`src/rtl/uart_pkg.sv`:
```
// Shared UART definitions: FSM state encoding, frame width and the baud divisor helper.
package uart_pkg;

    typedef enum logic [2:0] {
        IDLE   = 3'd0,
        START  = 3'd1,
        DATA   = 3'd2,
        PARITY = 3'd3,
        STOP   = 3'd4,
        BREAK  = 3'd5
    } uart_state_t;

    localparam int DATA_BITS = 8;

    function automatic int clks_per_bit(input int clk_hz, input int baud);
        return clk_hz / baud;
    endfunction

endpackage

```
`src/rtl/sync_2ff.sv`:
```
// Two-flop synchroniser for asynchronous inputs; both stages reset to all ones.
module sync_2ff #(
    parameter int W = 1
) (
    input  logic         clk,
    input  logic         rst_n,
    input  logic [W-1:0] d,
    output logic [W-1:0] q
);

    logic [W-1:0] meta;

    always_ff @(posedge clk or negedge rst_n) begin
        if (!rst_n) begin
            meta <= '1;
            q    <= '1;
        end else begin
            meta <= d;
            q    <= meta;
        end
    end

endmodule

```
`src/rtl/uart_rx.sv`:
```
// 8N1 UART receiver with mid-bit sampling and a one-entry valid/ready output register.
// Define UART_RX_PARITY_EN to receive an even parity bit and add the parity_err output.
//
//   state  | meaning
//   IDLE   | line high, waiting for a falling edge
//   START  | qualifying the start bit at its midpoint
//   DATA   | sampling 8 data bits, LSB first
//   PARITY | sampling the parity bit (parity build only)
//   STOP   | sampling the stop bit, then deliver or flag
//   BREAK  | stop bit was low; wait for the line to return high
module uart_rx
    import uart_pkg::*;
#(
    parameter int CLK_HZ       = 27000000,
    parameter int BAUD         = 115200,
    parameter int CLKS_PER_BIT = clks_per_bit(CLK_HZ, BAUD)
) (
    input  logic                 clk,
    input  logic                 rst_n,
    input  logic                 rx,
    output logic [DATA_BITS-1:0] rx_data,
    output logic                 rx_valid,
    input  logic                 rx_ready,
    output logic                 busy,
    output logic                 frame_err,
`ifdef UART_RX_PARITY_EN
    output logic                 parity_err,
`endif
    output logic                 overrun
);

    localparam int CW = $clog2(CLKS_PER_BIT);
    localparam logic [CW-1:0] CNT_MAX  = CW'(CLKS_PER_BIT - 1);
    localparam logic [CW-1:0] CNT_HALF = CW'(CLKS_PER_BIT / 2 - 1);

    if (CLKS_PER_BIT < 4) begin : g_bad_cpb
        $error("uart_rx: CLKS_PER_BIT must be >= 4");
    end

    uart_state_t          state, state_nxt;
    logic [CW-1:0]        clk_cnt;
    logic [2:0]           bit_idx;
    logic [DATA_BITS-1:0] shift;
    logic                 rx_s;
    logic                 at_max;
    logic                 cnt_clr, bit_smp, deliver, ferr_set;
`ifdef UART_RX_PARITY_EN
    logic                 par_bit, par_smp, perr_set;
`endif

    sync_2ff #(.W(1)) u_sync (
        .clk   (clk),
        .rst_n (rst_n),
        .d     (rx),
        .q     (rx_s)
    );

    assign at_max = (clk_cnt == CNT_MAX);
    assign busy   = (state != IDLE);

    always_comb begin
        state_nxt = state;
        cnt_clr   = 1'b0;
        bit_smp   = 1'b0;
        deliver   = 1'b0;
        ferr_set  = 1'b0;
`ifdef UART_RX_PARITY_EN
        par_smp   = 1'b0;
        perr_set  = 1'b0;
`endif
        case (state)
            IDLE: begin
                cnt_clr = 1'b1;
                if (!rx_s) state_nxt = START;
            end
            START: begin
                if (clk_cnt == CNT_HALF) begin
                    cnt_clr   = 1'b1;
                    state_nxt = rx_s ? IDLE : DATA;
                end
            end
            DATA: begin
                if (at_max) begin
                    bit_smp = 1'b1;
`ifdef UART_RX_PARITY_EN
                    if (bit_idx == 3'd7) state_nxt = PARITY;
`else
                    if (bit_idx == 3'd7) state_nxt = STOP;
`endif
                end
            end
`ifdef UART_RX_PARITY_EN
            PARITY: begin
                if (at_max) begin
                    par_smp   = 1'b1;
                    state_nxt = STOP;
                end
            end
`endif
            STOP: begin
                if (at_max) begin
                    if (!rx_s) begin
                        ferr_set  = 1'b1;
                        state_nxt = BREAK;
                    end else begin
`ifdef UART_RX_PARITY_EN
                        if (^{shift, par_bit}) perr_set = 1'b1;
                        else                   deliver  = 1'b1;
`else
                        deliver = 1'b1;
`endif
                        state_nxt = IDLE;
                    end
                end
            end
            BREAK: begin
                if (rx_s) state_nxt = IDLE;
            end
            default: state_nxt = IDLE;
        endcase
    end

    always_ff @(posedge clk or negedge rst_n) begin
        if (!rst_n) begin
            state   <= IDLE;
            clk_cnt <= '0;
            bit_idx <= '0;
            shift   <= '0;
        end else begin
            state <= state_nxt;
            if (cnt_clr || at_max) clk_cnt <= '0;
            else                   clk_cnt <= clk_cnt + 1'b1;
            if (cnt_clr)      bit_idx <= '0;
            else if (bit_smp) bit_idx <= bit_idx + 3'd1;
            if (bit_smp) shift[bit_idx] <= rx_s;
        end
    end

`ifdef UART_RX_PARITY_EN
    always_ff @(posedge clk or negedge rst_n) begin
        if (!rst_n) begin
            par_bit    <= 1'b0;
            parity_err <= 1'b0;
        end else begin
            if (par_smp) par_bit <= rx_s;
            parity_err <= perr_set;
        end
    end
`endif

    // A completing byte may replace the held one only if it is being accepted this cycle.
    always_ff @(posedge clk or negedge rst_n) begin
        if (!rst_n) begin
            rx_data   <= '0;
            rx_valid  <= 1'b0;
            frame_err <= 1'b0;
            overrun   <= 1'b0;
        end else begin
            frame_err <= ferr_set;
            overrun   <= deliver && rx_valid && !rx_ready;
            if (deliver && (!rx_valid || rx_ready)) begin
                rx_data  <= shift;
                rx_valid <= 1'b1;
            end else if (rx_valid && rx_ready) begin
                rx_valid <= 1'b0;
            end
        end
    end

endmodule

```
`config.mk`:
```
export PLATFORM = sky130hd
export DESIGN_NAME = uart_rx
export DESIGN_NICKNAME = d
export VERILOG_FILES = /design/src/rtl/uart_pkg.sv /design/src/rtl/sync_2ff.sv /design/src/rtl/uart_rx.sv
export SDC_FILE = /design/constraint.sdc
export NUM_CORES = 1
export LEC_CHECK = 0
export BUFFER_PORTS_ARGS = -buffer_cell sky130_fd_sc_hd__buf_2
export CORE_ASPECT_RATIO = 0.5
export CORE_MARGIN = 2
export CORE_UTILIZATION = 25
export CTS_BUF_LIST = sky130_fd_sc_hd__clkbuf_4
export CTS_CLUSTER_DIAMETER = 30
export DETAILED_ROUTE_END_ITERATION = 6
export MAX_ROUTING_LAYER = met4
export PLACE_DENSITY = 0.44
export SETUP_SLACK_MARGIN = 0.15
export SLEW_MARGIN = 20
export SYNTH_ARGS = -nofsm -noshare
export SYNTH_HDL_FRONTEND = slang
export SYNTH_HIERARCHICAL = 1
export SYNTH_SLANG_ARGS = --single-unit
export TNS_END_PERCENT = 20
```
`constraint.sdc`:
```
create_clock -name clk -period 2.55 [get_ports clk]
set_clock_uncertainty 0.1 [all_clocks]
set_input_delay 0.255 -clock clk [delete_from_list [all_inputs] [get_ports clk]]
set_output_delay 0.255 -clock clk [all_outputs]
set_load 0.01 [all_outputs]
```
==> implementation parameters <==
Parameter                              Value

Synth
  Register area share after synthesis    54.6%
  Commonest register cell after synthesis    dfrtp_1
  Synth Area per Inst    12.1 um2
  Synth async-reset ratio    100%
  Nets in the synthesized netlist    142
  Flops & latches, synth    35
  Syn Inst Count    133
  Cell area after synthesis    1610 um2
  Netlist cell types    34
  Count of flip-flops with a built-in enable after synthesis    0
  Synth warnings    6

Layout
  Number of fill cells    632
  Most common cell after layout, fill and taps aside    dfrtp_1
  Multi-input gate area    682 um2
  Antenna cells    0
  Most frequent cells in the layout    33 x dfrtp_1, 15 x buf_2, 12 x nor2_1
  Fraction of final layout cells sized beyond drive strength 1    25.8%
  Layout Area Growth over Synthesis    15.7%
  FF+latch area    878 um2
  Net total in the final layout    163

Clocking
  CTS max path bufs    2
  Clock latency at the later pin of the worst-skew pair    0.33 ns
  Total setup buffers inserted after CTS    0
  Number of buffers inserted for hold repair after clock tree synthesis    2
  Number of buffers created by CTS    5
  Clock tree from TritonCTS    built
  Clock Pin Slew Worst Setup and Hold Paths    0.11 ns
  Number of H-tree levels    2
  Cell at the root of the clock tree    clkbuf_4
  Resized Gates After CTS    0
  CTS Sinks    35

Routing
  Residual antenna-violating net count after detailed routing    0
  Total detailed-routing wirelength    2950 um
  Detailed router's first-iteration violation count    28
  Number of iterations in the first detailed-routing pass    4
  Drt via density    4.39
  Wire length per cell    12.1 um
  Total via count in the routed design    1067
  DRC    0

Setup path
  Launching element type of the critical path    register
  Sort of element at the end of the critical path    register
  Startpoint-to-endpoint class of the critical path    reg2reg
  Worst-path fanout max    11
  Data arrival, critical path    2.08 ns
  Data required time of the worst path    2.67 ns

Hold path
  Worst hold path class    in2reg

Global route
  Initial antenna violation count    0
  GR Util All Layers    10.2%
  Maximum number of pins on one net before global-route repair    36
  Global-route wire length before repair    5400 um
  Residual overflow from global routing    0
  Vias in the first global route    1088

Power
  Leak    0.932 nW
  Total Power Consumption    0.000882 W
  Peak VDD IR    0.118 mV
  P per Cell Area    474 nW/um2

Die
  Height of the chip    60.7 um
  Width of the die    117 um
  Boundary pin count    16
  Total Die Area    7130 um2
  Core outline area    6130 um2
  Cell Rows    20
  Starting density of the core    26.2%

STA
  Worst Tran Pin Value    0.785 ns
  Period utilisation layout    76.8%
  Final Max Tran Viols    0
  Min Tclk post-route    1.96 ns
  Max Fclk    0.511 GHz
  RSZ-0062 raised after global routing    no
  Hold slack    0.133 ns
  Relative slew margins    47.7%
  Setup Total Neg Slack    0 ns
  Final count of hold timing violations    0
  Final setup violating endpoints    0
  Worst-case setup margin in the final layout    0.592 ns

Placement
  Port Buffers    15
  Detailed Place HPWL    1920 um
  Last weighted congestion value of the routability-driven placer    0.776
  DP Worst Slack    0.578 ns

Outcome
  Status    finished, final reports clean

Job
  Number of max-cap violations    0
-- cell usage after synthesis (4+ instances only) --
cell type	number	area, um2
ha_1	5	62.6
mux2_2	7	78.8
mux2_1	9	101
xor2_1	5	43.8
dfrtp_1	33	826
nor2_1	12	45.0
nor3_1	7	35.0
nand4_1	5	31.3
inv_1	4	15.0
nand2_1	4	15.0
nand3_1	5	25.0
-- per-stage QoR --
stage	std cells	instance area, um2	util [%]
floorplan	133	1610	-
global placement	233	1780	29.1
detailed placement	233	1780	29.1
CTS	243	1860	30.3
global route	243	1860	30.3
finish	243	1860	30.3
-- registers in the layout, summed over array words and instances (netlist names) --
signal	count
bit_idx	3
clk_cnt	8
shift	8
rx_valid	1
overrun	1
u_sync/q	1
state	3
u_sync/meta	1
rx_data	8
frame_err	1
-- cells by family (layout without fill, tap and decap cells) --
| group | Yosys count | in the layout | share of synthesized area, % |
|---|---|---|---|
| compound gates | 7 | 7 | 2.57 |
| xor+xnor | 7 | 7 | 3.81 |
| fa+ha+maj | 5 | 5 | 3.89 |
| buf+inv | 10 | 32 | 2.96 |
| flops | 35 | 35 | 54.6 |
| mux | 18 | 18 | 12.5 |
| simple gates | 51 | 51 | 19.7 |
-- critical path, stage by stage (launching register included) --
cell,delay [ns]
dfrtp_1,0.43
inv_1,0.08
ha_1,0.19
nand4b_4,0.13
nor3_2,0.18
buf_4,0.21
and4bb_1,0.22
mux2_1,0.31
-- routing by layer --
metal  global-route usage, %  share of wire, %
met5                       -                 0
met4                    4.65               1.9
met1                    12.3                49
met3                    2.82               3.0
met2                    16.3                46
-- path summary, 6_finish.rpt --
path,start,slack (ns),endpoint,cells after the start
worst max-delay path,clk_cnt[1],0.59,shift[1],7
worst min-delay path,rx_ready,0.13,overrun,3
worst max register to register,clk_cnt[1],0.59,shift[1],7
worst min register to register,u_sync/meta,0.26,u_sync/q,0
max in group asynchronous,rst_n,1.42,rx_valid,2
min in group asynchronous,rst_n,0.43,rx_data[0],2
-- where the power goes --
part           leakage, nW  internal (W)  switching [W]
clock               0.0317      0.000117       0.000188
combinational        0.433    0.00000412      0.0000114
sequential           0.467      0.000558     0.00000333
-- cell type report --
class | count | area share, %
sequential | 35 | 47.2
multi-input combinational | 88 | 36.7
timing repair buffer | 20 | 6.32
tap | 88 | 5.92
clock buffer | 6 | 2.42
inverter | 4 | 0.807
clock inverter | 2 | 0.672
No activity file was read; power rests on OpenSTA's default activity.
